### src/rtl/vec_reduce_engine.sv
// Array-reduction engine: streams a[0..n-1] (and b) from read memories and reduces them
// to one scalar via sum(a), sum(a+b), dot(a,b) or signed max(a), with start/idle/done control.
module vec_reduce_engine #(
   parameter int unsigned DATA_W  = 32,
   parameter int unsigned ADDR_W  = 32,
   parameter int unsigned MEM_LAT = 1
) (
   input  logic              sys_clk,
   input  logic              sys_rst_n,
   input  logic              start,
   input  logic [1:0]        mode,
   input  logic [ADDR_W-1:0] n,
   output logic              idle,
   output logic              done,
   output logic [DATA_W-1:0] return_val,
   output logic [ADDR_W-1:0] a_address0,
   output logic              a_ce0,
   input  logic [DATA_W-1:0] a_q0,
   output logic [ADDR_W-1:0] b_address0,
   output logic              b_ce0,
   input  logic [DATA_W-1:0] b_q0
);

   typedef enum logic [1:0] {StIdle, StFetch, StDrain, StFin} state_e;

   localparam logic [DATA_W-1:0] MinVal = {1'b1, {(DATA_W-1){1'b0}}};

   state_e              state_q, state_d;
   logic [1:0]          mode_q, mode_d;
   logic [ADDR_W-1:0]   n_q, n_d;
   logic [ADDR_W-1:0]   addr_q, addr_d;
   logic [DATA_W-1:0]   acc_q, acc_d;
   logic [DATA_W-1:0]   ret_q, ret_d;
   logic [MEM_LAT-1:0]  vld_q, vld_d, vld_shift;
   logic [DATA_W-1:0]   sum_ab, prod_ab;
   logic                issue, beat;

   assign sum_ab  = a_q0 + b_q0;
   assign prod_ab = a_q0 * b_q0;
   assign beat    = vld_q[MEM_LAT-1];

   always_comb begin
      state_d   = state_q;
      mode_d    = mode_q;
      n_d       = n_q;
      addr_d    = addr_q;
      acc_d     = acc_q;
      ret_d     = ret_q;
      issue     = 1'b0;
      idle      = 1'b0;
      done      = 1'b0;
      vld_shift = MEM_LAT'(vld_q << 1);

      // Returning beats only exist while FETCH/DRAIN are active.
      if (beat) begin
         unique case (mode_q)
            2'b00: acc_d = acc_q + a_q0;
            2'b01: acc_d = acc_q + sum_ab;
            2'b10: acc_d = acc_q + prod_ab;
            default: acc_d = ($signed(a_q0) > $signed(acc_q)) ? a_q0 : acc_q;
         endcase
      end

      unique case (state_q)
         StIdle: begin
            idle = 1'b1;
            if (start) begin
               mode_d = mode;
               n_d    = n;
               addr_d = '0;
               acc_d  = (mode == 2'b11) ? MinVal : '0;
               if (n == '0) begin
                  state_d = StFin;
                  ret_d   = '0;
               end else begin
                  state_d = StFetch;
               end
            end
         end
         StFetch: begin
            issue = 1'b1;
            if (addr_q == n_q - 1'b1) state_d = StDrain;
            else                      addr_d  = addr_q + 1'b1;
         end
         StDrain: begin
            // Current beat is the last one when nothing remains behind it.
            if (vld_shift == '0) begin
               state_d = StFin;
               ret_d   = acc_d;
            end
         end
         default: begin
            done    = 1'b1;
            state_d = StIdle;
         end
      endcase

      vld_d = vld_shift | MEM_LAT'(issue);
   end

   always_ff @(posedge sys_clk or negedge sys_rst_n) begin
      if (!sys_rst_n) begin
         state_q <= StIdle;
         mode_q  <= '0;
         n_q     <= '0;
         addr_q  <= '0;
         acc_q   <= '0;
         ret_q   <= '0;
         vld_q   <= '0;
      end else begin
         state_q <= state_d;
         mode_q  <= mode_d;
         n_q     <= n_d;
         addr_q  <= addr_d;
         acc_q   <= acc_d;
         ret_q   <= ret_d;
         vld_q   <= vld_d;
      end
   end

   assign return_val = ret_q;
   assign a_address0 = addr_q;
   assign b_address0 = addr_q;
   assign a_ce0      = issue;
   assign b_ce0      = issue & ((mode_q == 2'b01) || (mode_q == 2'b10));

endmodule

### config.mk
export PLATFORM = sky130hd
export DESIGN_NAME = vec_reduce_engine
export DESIGN_NICKNAME = d
export VERILOG_FILES = /design/src/rtl/vec_reduce_engine.sv
export SDC_FILE = /design/constraint.sdc
export NUM_CORES = 2
export LEC_CHECK = 0
export ABC_CLOCK_PERIOD_IN_PS = 13600
export CORE_ASPECT_RATIO = 1.2
export CORE_MARGIN = 4
export CORE_UTILIZATION = 30
export CTS_CLUSTER_SIZE = 12
export DETAILED_ROUTE_END_ITERATION = 12
export HOLD_SLACK_MARGIN = 0.15
export PLACE_DENSITY_LB_ADDON = 0.08
export SETUP_SLACK_MARGIN = 0.2
export SYNTH_ARGS = -nofsm -noshare
export SYNTH_HDL_FRONTEND = slang
export SYNTH_SLANG_ARGS = --single-unit
### constraint.sdc
create_clock -name sys_clk -period 13.6 [get_ports sys_clk]
set_input_delay 2.04 -clock sys_clk [delete_from_list [all_inputs] [get_ports sys_clk]]
set_output_delay 2.04 -clock sys_clk [all_outputs]
set_load 0.02 [all_outputs]
== Word level (Yosys, flattened, before mapping) ==
Cells that the tools add are included.

* Input port bits: 101
* Register bits: 133
* Output and inout port bits: 100
* Logic and storage cells: 56

* Bitwise logic cells: 1
* Magnitude comparators: 1
* Reduce and logical (&&, ||, !) cells: 11
* Add/sub/neg operators: 6
* Equal/unequal tests: 10
* Multipliers: 1
* Muxes and demuxes: 19

{| class="wikitable"
|+ Operator list
! cell !! number
|-
| 32-bit two-way mux || 9
|-
| 32-bit adder || 4
|-
| 32-bit case mux with 2 select lines || 2
|-
| 32-bit case mux with 3 select lines || 1
|-
| 32-bit by 1-bit adder with 32-bit output, second input constant || 1
|-
| 32-bit == test || 1
|-
| 32-bit greater-than comparator || 1
|-
| 32-bit logical NOT || 1
|-
| 32-bit by 32-bit multiplier with 32-bit output || 1
|-
| 32-bit by 1-bit subtractor with 32-bit output, second input constant || 1
|-
| 2-bit != test, second input constant || 4
|-
| 2-bit == test, second input constant || 3
|-
| 2-bit two-way mux || 3
|-
| 2-bit case mux with 3 select lines || 1
|-
| 3-bit AND reduction || 2
|-
| 2-bit by 1-bit == test with 1-bit output, second input constant || 2
|-
| 2-bit logical NOT || 2
|-
| 2-bit AND reduction || 2
|-
| 2-bit nonzero test || 2
|-
| 1-bit two-way mux || 3
|-
| 3-bit OR reduction || 1
|-
| 1-bit bitwise AND || 1
|-
| 1-bit logical OR || 1
|}

== Logic depth before layout (Yosys ltp) ==
* Depth after elaboration: 6
* Gate-level depth with buffers: 30
* Depth with buffers taken out: 28

== Worst setup path after synthesis ==
OpenSTA, ideal clock, no wires.

* Kind: input -> register
* Start point: in b_q0[3]
* End point: reg ret_q[29] (netlist: return_val[29])
* Setup slack: 4.627 ns
* Buffers on the path: 2
* Arrival: 8.853 ns
* Cell stages on the path: 28
* Library setup time: 0.120 ns
* Required time: 13.480 ns
* Path through: clkbuf_1 > clkbuf_1 > and2_1 > fa_1 > fa_1 > fa_1 > inv_1 > fa_1 > inv_1 > fa_1 > inv_1 > fa_1 > inv_1 > fa_1 > inv_1 > fa_1 > inv_1 > ha_1 > a21oi_1 > o211ai_1 > o211ai_1 > a2bb2oi_1 > o211ai_1 > a21oi_1 > o21ai_0 > xor2_1 > a211o_1 > a31o_2

* Longest elaborated chain between the ends: 5
* Elaborated cells between the ends (all ways): 7
* Classes of those cells: add/sub: 3; mul: 1; mux: 3

{| class="wikitable"
|+ Ends and longest elaborated chain
! what !! RTL line !! text
|-
| start: declaration || 21 || <nowiki>input logic [DATA_W-1:0] b_q0</nowiki>
|-
| 32-bit by 32-bit multiplier with 32-bit output or 32-bit adder (tied branches) || 39, 38 ||
|-
| 32-bit adder, on equally long branches || 59, 58 ||
|-
| 32-bit case mux with 3 select lines * || 56 || <nowiki>unique case (mode_q)</nowiki>
|-
| 32-bit two-way mux * || 55 || <nowiki>if (beat) begin</nowiki>
|-
| 32-bit case mux with 2 select lines * || 64 || <nowiki>unique case (state_q)</nowiki>
|-
| end signal: assignment || 116 || <nowiki>ret_q <= ret_d;</nowiki>
|-
| end: declaration || 33 || <nowiki>logic [DATA_W-1:0] ret_q, ret_d;</nowiki>
|}

Mark *: on every way between the ends. The rest lies on a longest branch, timed or not.
A chain may end at the register's enable or synchronous reset.

== Final worst setup path ==
* Start point: in b_q0[0]
* End point: reg ret_q[28] (netlist: return_val[28])

The elaborated chain is that of the path after synthesis.

==> results.json <==
{
  "r2r_cells": 25,
  "yosys_warnings": 0,
  "initial_core_util_pct": 30.4,
  "hpwl_mm": 83.2,
  "hold_path.class": "register to register",
  "die_width_um": 295,
  "clkTransAtPathRegs_ns": 0.06,
  "cp_num_buf_inv": 8,
  "layout-drive-gt1-share_pct": 3.62,
  "grt_first_pass_wirelength_mm": 165,
  "ios": 201,
  "cts.path.max_buffers": 2,
  "wl_per_cell_um": 22.1,
  "antenna_found_initial": 10,
  "fillers": 10300,
  "antenna_left": 0,
  "critPathSlowestCell": "clkdlybuf4s50_1",
  "rr_endpoint": "return_val[28]",
  "grtUsageTotal_pct": 20.9,
  "rsz0062_at_grt": "false",
  "io_buffer_count": 200,
  "cts_resized": 0,
  "cts_tree": "built",
  "critPathMaxStageDelay_ns": 0.79,
  "grt_max_degree": 74,
  "wl_mm": 106,
  "final_cell_mix": "inv_1, fa_1, nand2_1, and2_1, ha_1",
  "first_global_vias": 26300,
  "critPathCaptureType": "register",
  "nets": 4311,
  "async_reset_ff_share_pct": 100,
  "avgSynthCellArea_um2": 8.70,
  "finalSetupViolCount": 0,
  "min_period_over_period_pct": 74.1,
  "drt_iter0_drc": 1200,
  "cts_buffers": 17,
  "synth.cell_area_um2": 29600,
  "finalWeightedCongestion": 0.882,
  "synth.distinct_cells": 81,
  "postCtsHoldBufs": 0,
  "cp_common_cell": "fa_1",
  "final_common_cell": "inv_1",
  "tightestPinTransition_ns": 1.05,
  "ys.flop_type": "dfrtp_1",
  "drc": 0,
  "outcome": "finished, final reports clean",
  "cp.arrival_ns": 10.39,
  "cp_max_fo": 23,
  "cp.depth": 28,
  "finalCriticalPeriod_ns": 10.07,
  "fin_ws_ns": 3.53,
  "finalMaxSlewViolations": 0,
  "crit_family": "adder cells",
  "syn-num-nets": 4216,
  "maxCapViolations": 0,
  "routed_via_density": 4.91,
  "core_um2": 97300,
  "r2r_start": "acc_q[18]",
  "cp_data_required_time_ns": 13.92,
  "cts-root-buf": "clkbuf_16",
  "synthToLayoutAreaGrowth_pct": 13.1,
  "overflow": 0,
  "crit_type": "primary input to register",
  "tns_ns": 0,
  "hold_depth": 2,
  "dp_slack_ns": 3.15,
  "critPathLaunchType": "primary input",
  "clock-sinks": 133,
  "clk_latency_ns": 0.44,
  "vias": 23500,
  "synth_seq_area_share_pct": 11.3,
  "timing.slew.headroom_pct": 28.1,
  "syn_inst": 3401,
  "hold_viol": 0,
  "rows": 125,
  "ys_seq_elements": 133,
  "die-area_um2": 104000,
  "r2r_slack_ns": 5.94,
  "synth_edf_count": 0,
  "min_to": "return_val[20]",
  "max_clock_freq_mhz": 99.3,
  "die_h_um": 352,
  "skew_ns": 0.0109,
  "htreeDepth": 4,
  "dr.pass1.iters": 5,
  "post_cts_buffers": 0,
  "min-delay-start": "return_val[20]"
}
## cells in the mapped netlist, types with 6 or more instances
| library cell | n | share of area, % |
|---|---|---|
| o21ai_0 | 101 | 1.7 |
| nand2b_1 | 24 | 0.51 |
| inv_1 | 572 | 7.3 |
| or3_1 | 14 | 0.30 |
| nand3_1 | 41 | 0.69 |
| a21o_1 | 27 | 0.69 |
| a22o_1 | 7 | 0.21 |
| buf_4 | 33 | 0.84 |
| a31oi_1 | 11 | 0.23 |
| or4_1 | 10 | 0.25 |
| o2bb2ai_1 | 6 | 0.18 |
| fa_1 | 471 | 32 |
| nor3b_1 | 7 | 0.18 |
| nor2_1 | 125 | 1.6 |
| dfrtp_1 | 133 | 11 |
| ha_1 | 243 | 10 |
| xor2_1 | 45 | 1.3 |
| a22oi_1 | 6 | 0.15 |
| or2_2 | 9 | 0.19 |
| o31ai_1 | 28 | 0.71 |
| nor4_1 | 21 | 0.44 |
| o2111ai_1 | 8 | 0.24 |
| a21oi_1 | 100 | 1.7 |
| a41oi_1 | 6 | 0.18 |
| o21bai_1 | 20 | 0.51 |
| nor3_1 | 45 | 0.76 |
| mux2i_1 | 11 | 0.37 |
| nor2b_1 | 16 | 0.34 |
| xnor2_1 | 145 | 4.3 |
| a211oi_1 | 20 | 0.51 |
| a221oi_1 | 18 | 0.53 |
| and2_1 | 331 | 7.0 |
| nand2_1 | 388 | 4.9 |
| nand4_1 | 25 | 0.53 |
| a32o_1 | 6 | 0.20 |
| nor4b_1 | 7 | 0.21 |
| o211ai_1 | 15 | 0.38 |
| and3_1 | 26 | 0.55 |
| and4_1 | 7 | 0.21 |
| clkbuf_1 | 144 | 1.8 |
| o221ai_1 | 13 | 0.38 |
| o21a_1 | 15 | 0.38 |
| o22ai_1 | 18 | 0.38 |
## logic make-up (layout without fill, tap and decap cells)
family	count (synthesis)	in the layout	share of synthesized area, %
AO/OA/AOI/OAI	480	480	11.1
XOR/XNOR	191	191	5.70
adder cells (fa/ha/maj)	714	714	42.2
buffers and inverters	760	868	10.2
flip-flops	133	133	11.3
multiplexers	11	11	0.372
other	0	6	0
AND/OR/NAND/NOR	1112	1112	19.3
## worst min-delay path: cells and delay by family (launching register included)
kind               cells  cell delay, ns
and+or+nand+nor        1            0.05
DFF                    1            0.35
AOI/OAI and AO/OA      1            0.05
## per-stage QoR
step | hold slack, ns | area (µm²) | std cells | utilization, %
finish | 0.483 | 33400 | 4785 | 34.4
global route | 0.517 | 33400 | 4781 | 34.4
CTS | 0.489 | 33400 | 4779 | 34.4
detailed placement | 0.473 | 32800 | 4747 | 33.7
global placement | 0.460 | 32800 | 4747 | 33.7
floorplan | 0.467 | 29600 | 3401 | -
## metal layers
metal  GRT usage [%]  share of wire (%)
met1            27.6                 45
met5               0              0.065
met4            5.43                2.6
met2            36.1                 49
met3            2.52                3.7
## cell type report
type | count | area (µm²) | share of cell area, %
inverter | 572 | 2150 | 6.42
tap | 1270 | 1590 | 4.75
clock inverter | 13 | 196 | 0.587
sequential | 133 | 3330 | 9.95
multi-input combinational | 2508 | 23300 | 69.6
antenna | 6 | 15.0 | 0.0449
timing repair buffer | 264 | 2460 | 7.37
clock buffer | 19 | 443 | 1.32
## sequential cells by signal, indices dropped and copies added, names as in the netlist, named ones only
| name | cells |
|---|---|
| beat | 1 |
| state_q | 2 |
| a_address0 | 32 |
| return_val | 32 |
| acc_q | 29 |
| n_q | 32 |
| mode_q | 2 |
## worst max-delay path by stage
stage / start / to / slack, ns
after floorplan: b_q0[3] / return_val[29] / 4.63
after global placement: b_q0[0] / return_val[28] / 3.17
after detailed placement: b_q0[0] / register / 3.15
after CTS: b_q0[0] / register / 3.57
after global routing: b_q0[0] / register / 3.11
final: b_q0[0] / return_val[28] / 3.53
Power is not shown: default switching activity piles up to over one toggle a cycle in this logic, so the estimate is an artifact.
